==> config.mk <==
export PLATFORM = sky130hd
export DESIGN_NAME = coin_acceptor
export DESIGN_NICKNAME = d
export VERILOG_FILES = /design/src/rtl/coin_acceptor.sv
export SDC_FILE = /design/constraint.sdc
export NUM_CORES = 1
export LEC_CHECK = 0
export ABC_CLOCK_PERIOD_IN_PS = 2100
export CORE_MARGIN = 4
export CORE_UTILIZATION = 55
export CTS_CLUSTER_SIZE = 14
export DETAILED_ROUTE_END_ITERATION = 12
export PLACE_DENSITY = 0.76
export SETUP_SLACK_MARGIN = 0.15
export SLEW_MARGIN = 20
export SYNTH_ARGS = -nofsm -noshare
export SYNTH_HDL_FRONTEND = slang
export SYNTH_SLANG_ARGS = --single-unit
export TNS_END_PERCENT = 100
==> constraint.sdc <==
create_clock -name clk -period 2.1 [get_ports clk]
set_input_delay 0.21 -clock clk [delete_from_list [all_inputs] [get_ports clk]]
set_output_delay 0.21 -clock clk [all_outputs]
set_load 0.02 [all_outputs]
==> src/rtl/coin_acceptor.sv <==
// rtl/coin_acceptor.sv - debounced two-slot coin acceptor with jam/stuck handling; COIN_TOTAL_EN adds a 16-bit accepted-value total
module coin_acceptor #(
  parameter int DEB_CYCLES   = 4,
  parameter int STUCK_CYCLES = 1000
) (
  input  logic        clk,
  input  logic        rst,
  input  logic        sens_half,
  input  logic        sens_one,
  input  logic        inhibit,
  output logic [1:0]  coin,
  output logic        reject,
  output logic        fault
`ifdef COIN_TOTAL_EN
  ,
  output logic [15:0] total
`endif
);

  localparam logic [7:0]  DEB_MAX   = 8'(DEB_CYCLES);
  localparam logic [15:0] STUCK_MAX = 16'(STUCK_CYCLES);

  typedef enum logic [2:0] {IDLE, DEBOUNCE, EMIT, JAM, RELEASE} state_t;

  state_t      state, state_d;
  logic        half_meta, s_half, one_meta, s_one;
  logic        is_one, is_one_d;
  logic [7:0]  cnt, cnt_d, cnt_inc;
  logic [15:0] stuck, stuck_d, stuck_inc;
  logic [1:0]  coin_d;
  logic        reject_d, fault_d;
  logic        own, other;

  assign own       = is_one ? s_one : s_half;
  assign other     = is_one ? s_half : s_one;
  assign cnt_inc   = (cnt == 8'hFF) ? cnt : cnt + 8'd1;
  assign stuck_inc = (stuck == 16'hFFFF) ? stuck : stuck + 16'd1;

  // two-flop synchronizers for the raw slot sensors
  always_ff @(posedge clk) begin
    if (rst) begin
      half_meta <= 1'b0;
      s_half    <= 1'b0;
      one_meta  <= 1'b0;
      s_one     <= 1'b0;
    end else begin
      half_meta <= sens_half;
      s_half    <= half_meta;
      one_meta  <= sens_one;
      s_one     <= one_meta;
    end
  end

  // state register, counters and registered outputs
  always_ff @(posedge clk) begin
    if (rst) begin
      state  <= IDLE;
      is_one <= 1'b0;
      cnt    <= 8'd0;
      stuck  <= 16'd0;
      coin   <= 2'b00;
      reject <= 1'b0;
      fault  <= 1'b0;
    end else begin
      state  <= state_d;
      is_one <= is_one_d;
      cnt    <= cnt_d;
      stuck  <= stuck_d;
      coin   <= coin_d;
      reject <= reject_d;
      fault  <= fault_d;
    end
  end

  // next-state decode; coin/reject are registered on the edge that enters
  // EMIT or JAM so the pulse occupies exactly that one-cycle state
  always_comb begin
    state_d  = state;
    is_one_d = is_one;
    cnt_d    = cnt;
    stuck_d  = stuck;
    coin_d   = 2'b00;
    reject_d = 1'b0;
    fault_d  = fault;
    case (state)
      IDLE: begin
        stuck_d = 16'd0;
        fault_d = 1'b0;
        if (s_half && s_one) begin
          state_d  = JAM;
          reject_d = 1'b1;
        end else if (s_half || s_one) begin
          state_d  = DEBOUNCE;
          is_one_d = s_one;
          cnt_d    = 8'd1;
        end
      end
      DEBOUNCE: begin
        if (other) begin
          state_d  = JAM;
          reject_d = 1'b1;
        end else if (!own) begin
          state_d = IDLE;
        end else begin
          cnt_d = cnt_inc;
          if (cnt_inc == DEB_MAX) begin
            state_d = EMIT;
            // inhibit is only consulted at this single decision point
            if (!inhibit && !fault) begin
              coin_d = is_one ? 2'b10 : 2'b01;
            end else begin
              reject_d = 1'b1;
            end
          end
        end
      end
      EMIT, JAM: begin
        state_d = RELEASE;
        cnt_d   = 8'd0;
        stuck_d = 16'd0;
      end
      RELEASE: begin
        if (s_half || s_one) begin
          cnt_d   = 8'd0;
          stuck_d = stuck_inc;
          if (stuck_inc >= STUCK_MAX) begin
            fault_d = 1'b1;
          end
        end else begin
          stuck_d = 16'd0;
          cnt_d   = cnt_inc;
          if (cnt_inc == DEB_MAX) begin
            state_d = IDLE;
            fault_d = 1'b0;
          end
        end
      end
      default: begin
        state_d = IDLE;
      end
    endcase
  end

`ifdef COIN_TOTAL_EN
  // saturating running total of credited value in half-yuan units
  always_ff @(posedge clk) begin
    if (rst) begin
      total <= 16'd0;
    end else if (coin_d == 2'b01) begin
      total <= (total == 16'hFFFF) ? total : total + 16'd1;
    end else if (coin_d == 2'b10) begin
      total <= (total >= 16'hFFFE) ? 16'hFFFF : total + 16'd2;
    end
  end
`endif

endmodule

### Yosys cells after proc, flatten, opt, wreduce, memory -nomap -nowiden

Index checks and enable logic that the tools add are counted.

* ROM bits: 0
* memories: 0
* register bits after elaboration: 36
* output and inout bits: 4
* word-level logic and storage cells: 83
* input port bits: 5
* latch bits: 0
* bits in writable memories: 0

* shifts and indexed selects: 0
* magnitude comparators: 1
* $add $sub $neg: 2
* muxes and demuxes: 31
* equal/unequal tests: 17
* multiply operators: 0
* divide/modulo/power cells: 0
* bitwise operators: 5
* reductions and logical operators: 16

Operator list (number)
* $mux W8: 6
* $mux W16: 2
* $pmux W16 S2: 1
* $pmux W8 S4: 1
* $mux W3: 7
* $add A16 B1 Y16 const B: 1
* $eq A16 B16 Y1 const B: 1
* $ge A16 B10 Y1 const B: 1
* $ne A2 B2 Y1 const B: 6
* $pmux W3 S4: 1
* $mux W1: 10
* $ne A3 B3 Y1 const B: 3
* $add A8 B1 Y8 const B: 1
* $eq A8 B3 Y1 const B: 1
* $eq A8 B8 Y1 const B: 1
* $eq A3 B2 Y1 const B: 2
* $reduce_and A3 Y1: 2
* $reduce_or A6 Y1: 1
* $not A1 Y1: 5
* $reduce_and A5 Y1: 1
* $ne A4 B4 Y1 const B: 1
* $pmux W1 S2: 2
* $reduce_and A4 Y1: 1
* $reduce_bool A2 Y1: 2
* other kinds (10): 12

### Longest topological paths before layout

* word-level depth: 7
* mapped depth: 8
* mapped depth without buffers: 8

### Worst setup path after synthesis

No wires, ideal clock.

* kind: register to register
* start: register stuck[0]
* end: register fault
* path slack: 49 ps
* required time: 2005 ps
* clock period less this slack: 2051 ps
* setup time: 95 ps
* arrival: 1956 ps
* cell stages (with the launch flop): 8
* buffers on the path: 0
* cell sequence: dfxtp_1 ha_1 nand3_2 nor4_2 and3b_1 xor2_1 a2111o_1 o311ai_1

* word-level cells in the longest chain between the ends: 5
* elaborated cells on any way between the ends: 6
* classes of those cells: add/sub: 1; order compare: 1; eq/ne: 2; mux: 1; reduce/logical: 1

Ends and longest elaborated chain
* start: declaration: line 29 `logic [15:0] stuck, stuck_d, stuck_inc;`
* start signal: assignment: line 68 `stuck <= stuck_d;`
* $add A16 B1 Y16 / $eq A16 B16 Y1 (equally long branches): line 37 `assign stuck_inc = (stuck == 16'hFFFF) ? stuck : stuck + 16'd1;`
* $mux W16 (*): line 37
* $ge A16 B10 Y1 (*): line 126 `if (stuck_inc >= STUCK_MAX) begin`
* $ne A3 B3 Y1 (no line) (*)
* $reduce_and A3 Y1 (no line) (*)
* end signal: assignment: line 71 `fault <= fault_d;`
* end: declaration: line 13 `output logic fault`

Every way passes the cells marked *; elsewhere a longest branch is shown, timed or not.
A chain may end at the register's enable or synchronous reset.

### Worst setup path after layout

* start: register stuck[5]
* end: register fault

Same word-level chain as after synthesis.

==> qor.csv <==
stage,metric,value,unit
outcome,status,"complete, no violations",
floorplanning,Die Ht,73.30,um
detailed_routing,post-detailed-route wirelength per cell,15.47,um
placed_design,Final Wtd Congestion,0.8918,
yosys,Post-synth EDFFs,0,
detailed_routing,DR DRC count,0,
setup_path,critical path peak fanout,8,
setup_path,kind of critical path,register to register,
timing,Finish-stage setup viols,0,
global_routing,Congestion Overflow GR,0,
pwr,Lkg Pwr,0.9919,nW
placed_design,Detail Placement HPWL,3.725,mm
timing,highest clock rate,510.0,MHz
timing,clock skew,9.122,ps
layout,Final Instance Area,0.002823,sq mm
floorplanning,I/O pin cnt,9,
yosys,syn nets,316,
timing,worst-margin pin slew,396.6,ps
detailed_routing,total vias in the final route,2355,
yosys,ys flop type,dfxtp_1,
cts,clk sinks,36,
pwr,PwrDens,549.0,mW/mm^2
floorplanning,CORE AREA,0.004058,sq mm
cts,root buf cell,clkbuf_8,
global_routing,largest net degree at the start of global routing,21,
cts,hold_buf cts,0,
yosys,Post-synth ARST share,0,
timing,Slew headroom,0.7340,
detailed_routing,Routed Antenna Nets,0,
floorplanning,row count,23,
timing,Hold Fails Final Rpt,0,
yosys,sequential area share after synthesis,0.3074,
yosys,Yosys cell types,63,
layout,NumNets Final,336,
cts,TritonCTS Buffers,5,
setup_path,"CP delay by family, top",compound AO/OA/AOI/OAI gates,
cts,H-Tree Depth,2,
layout,number of inserted diodes,0,
timing,RSZ-0062 raised after global routing,yes,
pwr,worst vdd ir,0.0002487,V
placed_design,Post-DP Area,0.002577,sq mm
timing,final-report max-slew violation count,0,
setup_path,worst endpoint data arrival time,2160,ps
yosys,Post-Syn Instances,306,
global_routing,first-pass GRT wire length,9.501,mm
floorplanning,Die Wd,73.30,um
layout,ratio of cells with drive above 1 in the final layout,0.2294,
yosys,synth top area cells,"dfxtp_1, nor2_1, a21oi_1",
timing,period utilization,0.9337,
placed_design,Port Buffers,8,
hold_path,hold crit path type,register to register,
cts,clk slew on worst S/H paths,80,ps
global_routing,initial antenna violation count,0,
flow_run,# Max-Cap Violations,0,
timing,Hold Slack,437.9,ps
cts,Worst-Skew Late Latency,290,ps
yosys,top-count cell post-synth,nor2_1,
layout,Layout area overhead,20.38,%
yosys,"FF+latch count, synth",36,
cts,TritonCTS clock tree,built,
setup_path,"Req. time, crit path",2300,ps
cts,Clock Path Buffers,2,
floorplanning,Initial Utilization,0.5779,
global_routing,vias in the first global route,2168,
setup_path,CP Capture Type,register,
floorplanning,die area,0.005372,sq mm
setup_path,critical path cell sequence,nand4_4 > or3_4 > o21ai_2 > o2bb2a_4 > a2111o_1 > o311ai_1,
timing,minimum clock period,1961,ps
setup_path,crit path max-delay cell type,or3_4,
yosys,Syn Area/Cell,7.663,sq um
setup_path,Worst path max stage delay,440,ps
global_routing,GRT Total Usage,0.2211,
yosys,Synth warnings,0,
detailed_routing,Vias/cell,6.247,
setup_path,CP Buf/Inv Count,0,
yosys,most instantiated cells after synthesis,"nor2_1, dfxtp_1, a21oi_1",
yosys,Synth area leader,dfxtp_1,
detailed_routing,WL final,5.831,mm
yosys,Yosys top cell area share,0.3074,
detailed_routing,DR iter-0 viols,154,
setup_path,startpoint type of the worst setup path,register,
detailed_routing,drt pass-1 iters,4,
yosys,synthesized cell area,0.002345,sq mm
[power breakdown]
group	internal (W)	total [W]	switching, W	leakage [nW]
clock	0.000353	0.000617	0.000265	0.0552
sequential	0.000697	0.000716	0.0000194	0.296
combinational	0.0000865	0.000216	0.000129	0.641
[what timing repair did]
item | CTS | global route
endpoints found under the setup margin | 7 | 18
gates resized for setup | 5 | 18
setup buffers | 3 | 5
cloned | 0 | 0
pin swaps | 3 | 4
[registers in the layout, summed over array words and instances, names as in the netlist]
name / flops
s_half: 1
reject: 1
cnt: 8
s_one: 1
stuck: 16
half_meta: 1
coin: 2
fault: 1
one_meta: 1
state: 3
is_one: 1
[final timing paths]
path | startpoint | to | slack (ps) | cells past startpoint
min reg2reg | half_meta$_SDFF_PP0_ | s_half$_SDFF_PP0_ | 440 | 1
min | half_meta$_SDFF_PP0_ | s_half$_SDFF_PP0_ | 440 | 1
max | stuck[5]$_SDFFE_PP0P_ | fault$_SDFFE_PP0P_ | 140 | 6
max reg2reg | stuck[5]$_SDFFE_PP0P_ | fault$_SDFFE_PP0P_ | 140 | 6
[layer usage]
layer	GRT usage	part of all wire
met1	0.2864	0.46
met3	0.04378	0.051
met4	0.09054	0.019
met5	0	0
met2	0.3585	0.47
[logic make-up after synthesis]
family | count (synthesis) | share of synthesized area
simple gates | 148 | 0.3442
compound gates | 80 | 0.2401
flops | 36 | 0.3074
buf+inv | 31 | 0.05656
fa+ha+maj | 5 | 0.02668
mux | 4 | 0.01761
xor+xnor | 2 | 0.007472
[final cells by class]
type | count | area (sq um)
Sequential cell | 36 | 737.0
Tap cell | 50 | 62.56
Inverter | 6 | 22.52
Clock buffer | 6 | 72.57
Multi-Input combinational cell | 239 | 1588
Fill cell | 315 | 1235
Timing Repair Buffer | 38 | 305.3
Clock inverter | 2 | 35.03
[stage by stage]
step / setup TNS (ps) / util / total power [W] / cells / setup WS (ps)
after global routing: -19.49 / 0.6957 / 0.001615 / 377 / -19.49
after global placement: 0 / 0.6352 / 0.0009202 / 361 / 133.9
after CTS: 0 / 0.6694 / 0.001540 / 372 / 140.8
after floorplan: 0 / - / 0.0008682 / 306 / 172.7
final: 0 / 0.6957 / 0.001550 / 377 / 139.2
after detailed placement: 0 / 0.6352 / 0.0009231 / 361 / 109.4
[placed cells by master, fill, tap and decap left out, types with 3 or more instances in the layout]
cell type / Yosys / layout
nor2_1: 38 / 37
buf_4: 0 / 30
dfxtp_1: 36 / 27
a21oi_1: 27 / 26
nand2_1: 24 / 24
nor3_1: 15 / 15
nand3_1: 13 / 13
o21ai_0: 9 / 9
nand4_1: 8 / 8
clkdlybuf4s50_1: 0 / 8
dfxtp_2: 0 / 7
inv_1: 6 / 6
nand2b_1: 6 / 6
and2_1: 6 / 6
nand3b_1: 6 / 6
a311oi_1: 6 / 6
nor2b_1: 5 / 5
clkbuf_8: 0 / 5
or2_2: 5 / 4
a31oi_1: 4 / 4
a211oi_1: 5 / 4
mux2i_1: 3 / 3
nor4_4: 1 / 3
a32oi_1: 3 / 3
[worst reg2reg max path: cells and delay by family (launching register included)]
| family | cells | cell delay (ps) |
|---|---|---|
| simple gates | 2 | 650 |
| flops | 1 | 420 |
| compound gates | 4 | 810 |
(Power assumes the default switching activity.)
==> edit: new RTL, same flow settings <==
The 5 states of `state_t` get a one-hot encoding in 5 bits.
--- a/src/rtl/coin_acceptor.sv
+++ b/src/rtl/coin_acceptor.sv
@@ -20,7 +20,7 @@
   localparam logic [7:0]  DEB_MAX   = 8'(DEB_CYCLES);
   localparam logic [15:0] STUCK_MAX = 16'(STUCK_CYCLES);
 
-  typedef enum logic [2:0] {IDLE, DEBOUNCE, EMIT, JAM, RELEASE} state_t;
+  typedef enum logic [4:0] {IDLE = 5'b00001, DEBOUNCE = 5'b00010, EMIT = 5'b00100, JAM = 5'b01000, RELEASE = 5'b10000} state_t;
 
   state_t      state, state_d;
   logic        half_meta, s_half, one_meta, s_one;
Check against the original RTL: same outputs for any inputs over 10 cycles, from zero or initial values and one cycle with rst high; not proved beyond that.
==> edit against the original RTL <==
Area after synthesis increased by 8.2%; clock skew decreased by 0.0044 ns; sequential cell count increased by 2; cell area increased by 6.5%; via count increased by 6.5%; worst setup slack got worse by 0.039 ns; wire length increased by 9.0%; critical path type unchanged; largest cell class unchanged; highest routed layer unchanged.
Power is not compared: it rests on default switching activity, and its combinational part moved more than twofold at a synthesized area within 25%.
==> edit: results (changes against the original RTL) <==
status: finished, final reports clean (unchanged)
Arr. time, crit path: 2.18 ns (was 2.16 ns)
CP peak stage delay: 0.39 ns (was 0.44 ns)
fraction of area in clock buffers and inverters: 0.02748 (was 0.03812)
DRT Pass-1 Iters: 5 (was 4)
GPL Wtd Cong: 0.9182 (was 0.8918)
fraction of area in registers: 0.2627 (was 0.2611)
pin count of the biggest net entering global routing: 23 (was 21)
worst r2r dst: state[4]$_SDFFE_PP0P_ (was fault$_SDFFE_PP0P_)
first-pass GRT wire length: 10.52 mm (was 9.501 mm)
hold worst-path end: s_one$_SDFF_PP0_ (was s_half$_SDFF_PP0_)
reg2reg setup slack: 0.1 ns (was 0.14 ns)
Compound-Gate Fraction of Synth Area: 0.2697 (was 0.2401)
critical path's slowest cell: nor4_4 (was or3_4)
sequential share of the synthesized area: 0.2998 (was 0.3074)
Avg Inst Size Synth: 7.736 µm² (was 7.663 µm²)
Yosys reg bits: 38 (was 36)
Mapped Nets: 338 (was 316)
Setup Skew: 0.004763 ns (was 0.009122 ns)
placed cell count: 390 (was 361)
top post-synthesis cells by count: nand2_1, dfxtp_1, nor2_1, a21oi_1, o21ai_0 (was nor2_1, dfxtp_1, a21oi_1, nand2_1, clkbuf_1)
most frequent cell after synthesis: nand2_1 (was nor2_1)
First DRT Iteration DRCs: 208 (was 154)
DR vias: 2509 (was 2355)
fill count: 379 (was 315)
synthesized-area fraction occupied by adder cells: 0.02465 (was 0.02668)
crit-path max FO: 5 (was 8)
Reg-to-Reg Start: cnt[1]$_SDFFE_PP0P_ (was stuck[5]$_SDFFE_PP0P_)
Finished Layout Cells: 401 (was 377)
min-delay src: one_meta$_SDFF_PP0_ (was half_meta$_SDFF_PP0_)
vias in the first global route: 2264 (was 2168)
signal buffers share of area: 0.1041 (was 0.1082)
Die Wd: 75.92 µm (was 73.30 µm)
Post-CTS Repair Setup Buffers: 2 (was 3)
cts repair resizes: 14 (was 5)
delay-heaviest family, CP: simple AND/OR/NAND/NOR gates (was compound AO/OA/AOI/OAI gates)
top flop regs: stuck: 16 flops, cnt: 8 flops, state: 5 flops (was stuck: 16 flops, cnt: 8 flops, state: 3 flops)
GR Util All Layers: 0.2127 (was 0.2211)
Inverters: 9 (was 6)
Layout area overhead: 18.44% (was 20.38%)
post-synthesis xor/xnor area fraction: 0.01726 (was 0.007471)
top cells by area, synth: dfxtp_1, nand2_1, nor2_1 (was dfxtp_1, nor2_1, a21oi_1)
area of the multi-input gates: 1722 µm² (was 1588 µm²)
layout cells sized above 1: 0.2579 (was 0.2294)
post-synthesis mux area share: 0.01578 (was 0.01761)
-- edit: cell types whose count changed after synthesis, moves of 4 or more --
cell	unedited run	this run
clkbuf_1	17	9
o21ai_0	9	20
buf_4	0	4
and3_1	3	7
a21oi_1	27	23
nand2_1	24	40
and2_1	6	2
nand3_1	13	19
or2_2	5	1
nor3_1	15	5
-- edit: metrics by stage --
stage	worst slack (ns)	hold slack [ns]	TNS (ns)
global route	-0.08400	0.4626	-0.08400
detailed placement	0.05776	0.4291	0
floorplan	0.1361	0.3382	0
global placement	0.1060	0.4338	0
finish	0.09985	0.4428	0
CTS	0.09859	0.4472	0
-- edit: worst max-delay path by stage --
stage,from,endpoint,cells after the start
final,cnt[1]$_SDFFE_PP0P_,state[4]$_SDFFE_PP0P_,8
after global placement,stuck[5]$_SDFFE_PP0P_,fault$_SDFFE_PP0P_,7
after floorplan,cnt[0]$_SDFFE_PP0P_,fault$_SDFFE_PP0P_,8
after global routing,stuck[6]$_SDFFE_PP0P_,fault$_SDFFE_PP0P_,7
after CTS,stuck[3]$_SDFFE_PP0P_,fault$_SDFFE_PP0P_,7
after detailed placement,stuck[5]$_SDFFE_PP0P_,fault$_SDFFE_PP0P_,7
-- edit: power groups by stage --
stage	logic [W]	clock network, W	registers, W
after floorplan	0.000590	0	0.000797
final	0.000862	0.000494	0.000826
after detailed placement	0.000761	0	0.000821
after global routing	0.000924	0.000540	0.000833
after global placement	0.000744	0	0.000819
after CTS	0.000794	0.000517	0.000806
-- edit: layer usage --
| metal | vias to the layer above | track usage | wire length (µm) |
|---|---|---|---|
| met5 | - | 0 | 0 |
| met2 | 87 | 0.3219 | 2945 |
| met1 | 1166 | 0.3068 | 3011 |
| li1 | 1251 | - | - |
| met3 | 5 | 0.04147 | 355 |
| met4 | 0 | 0.05516 | 44 |
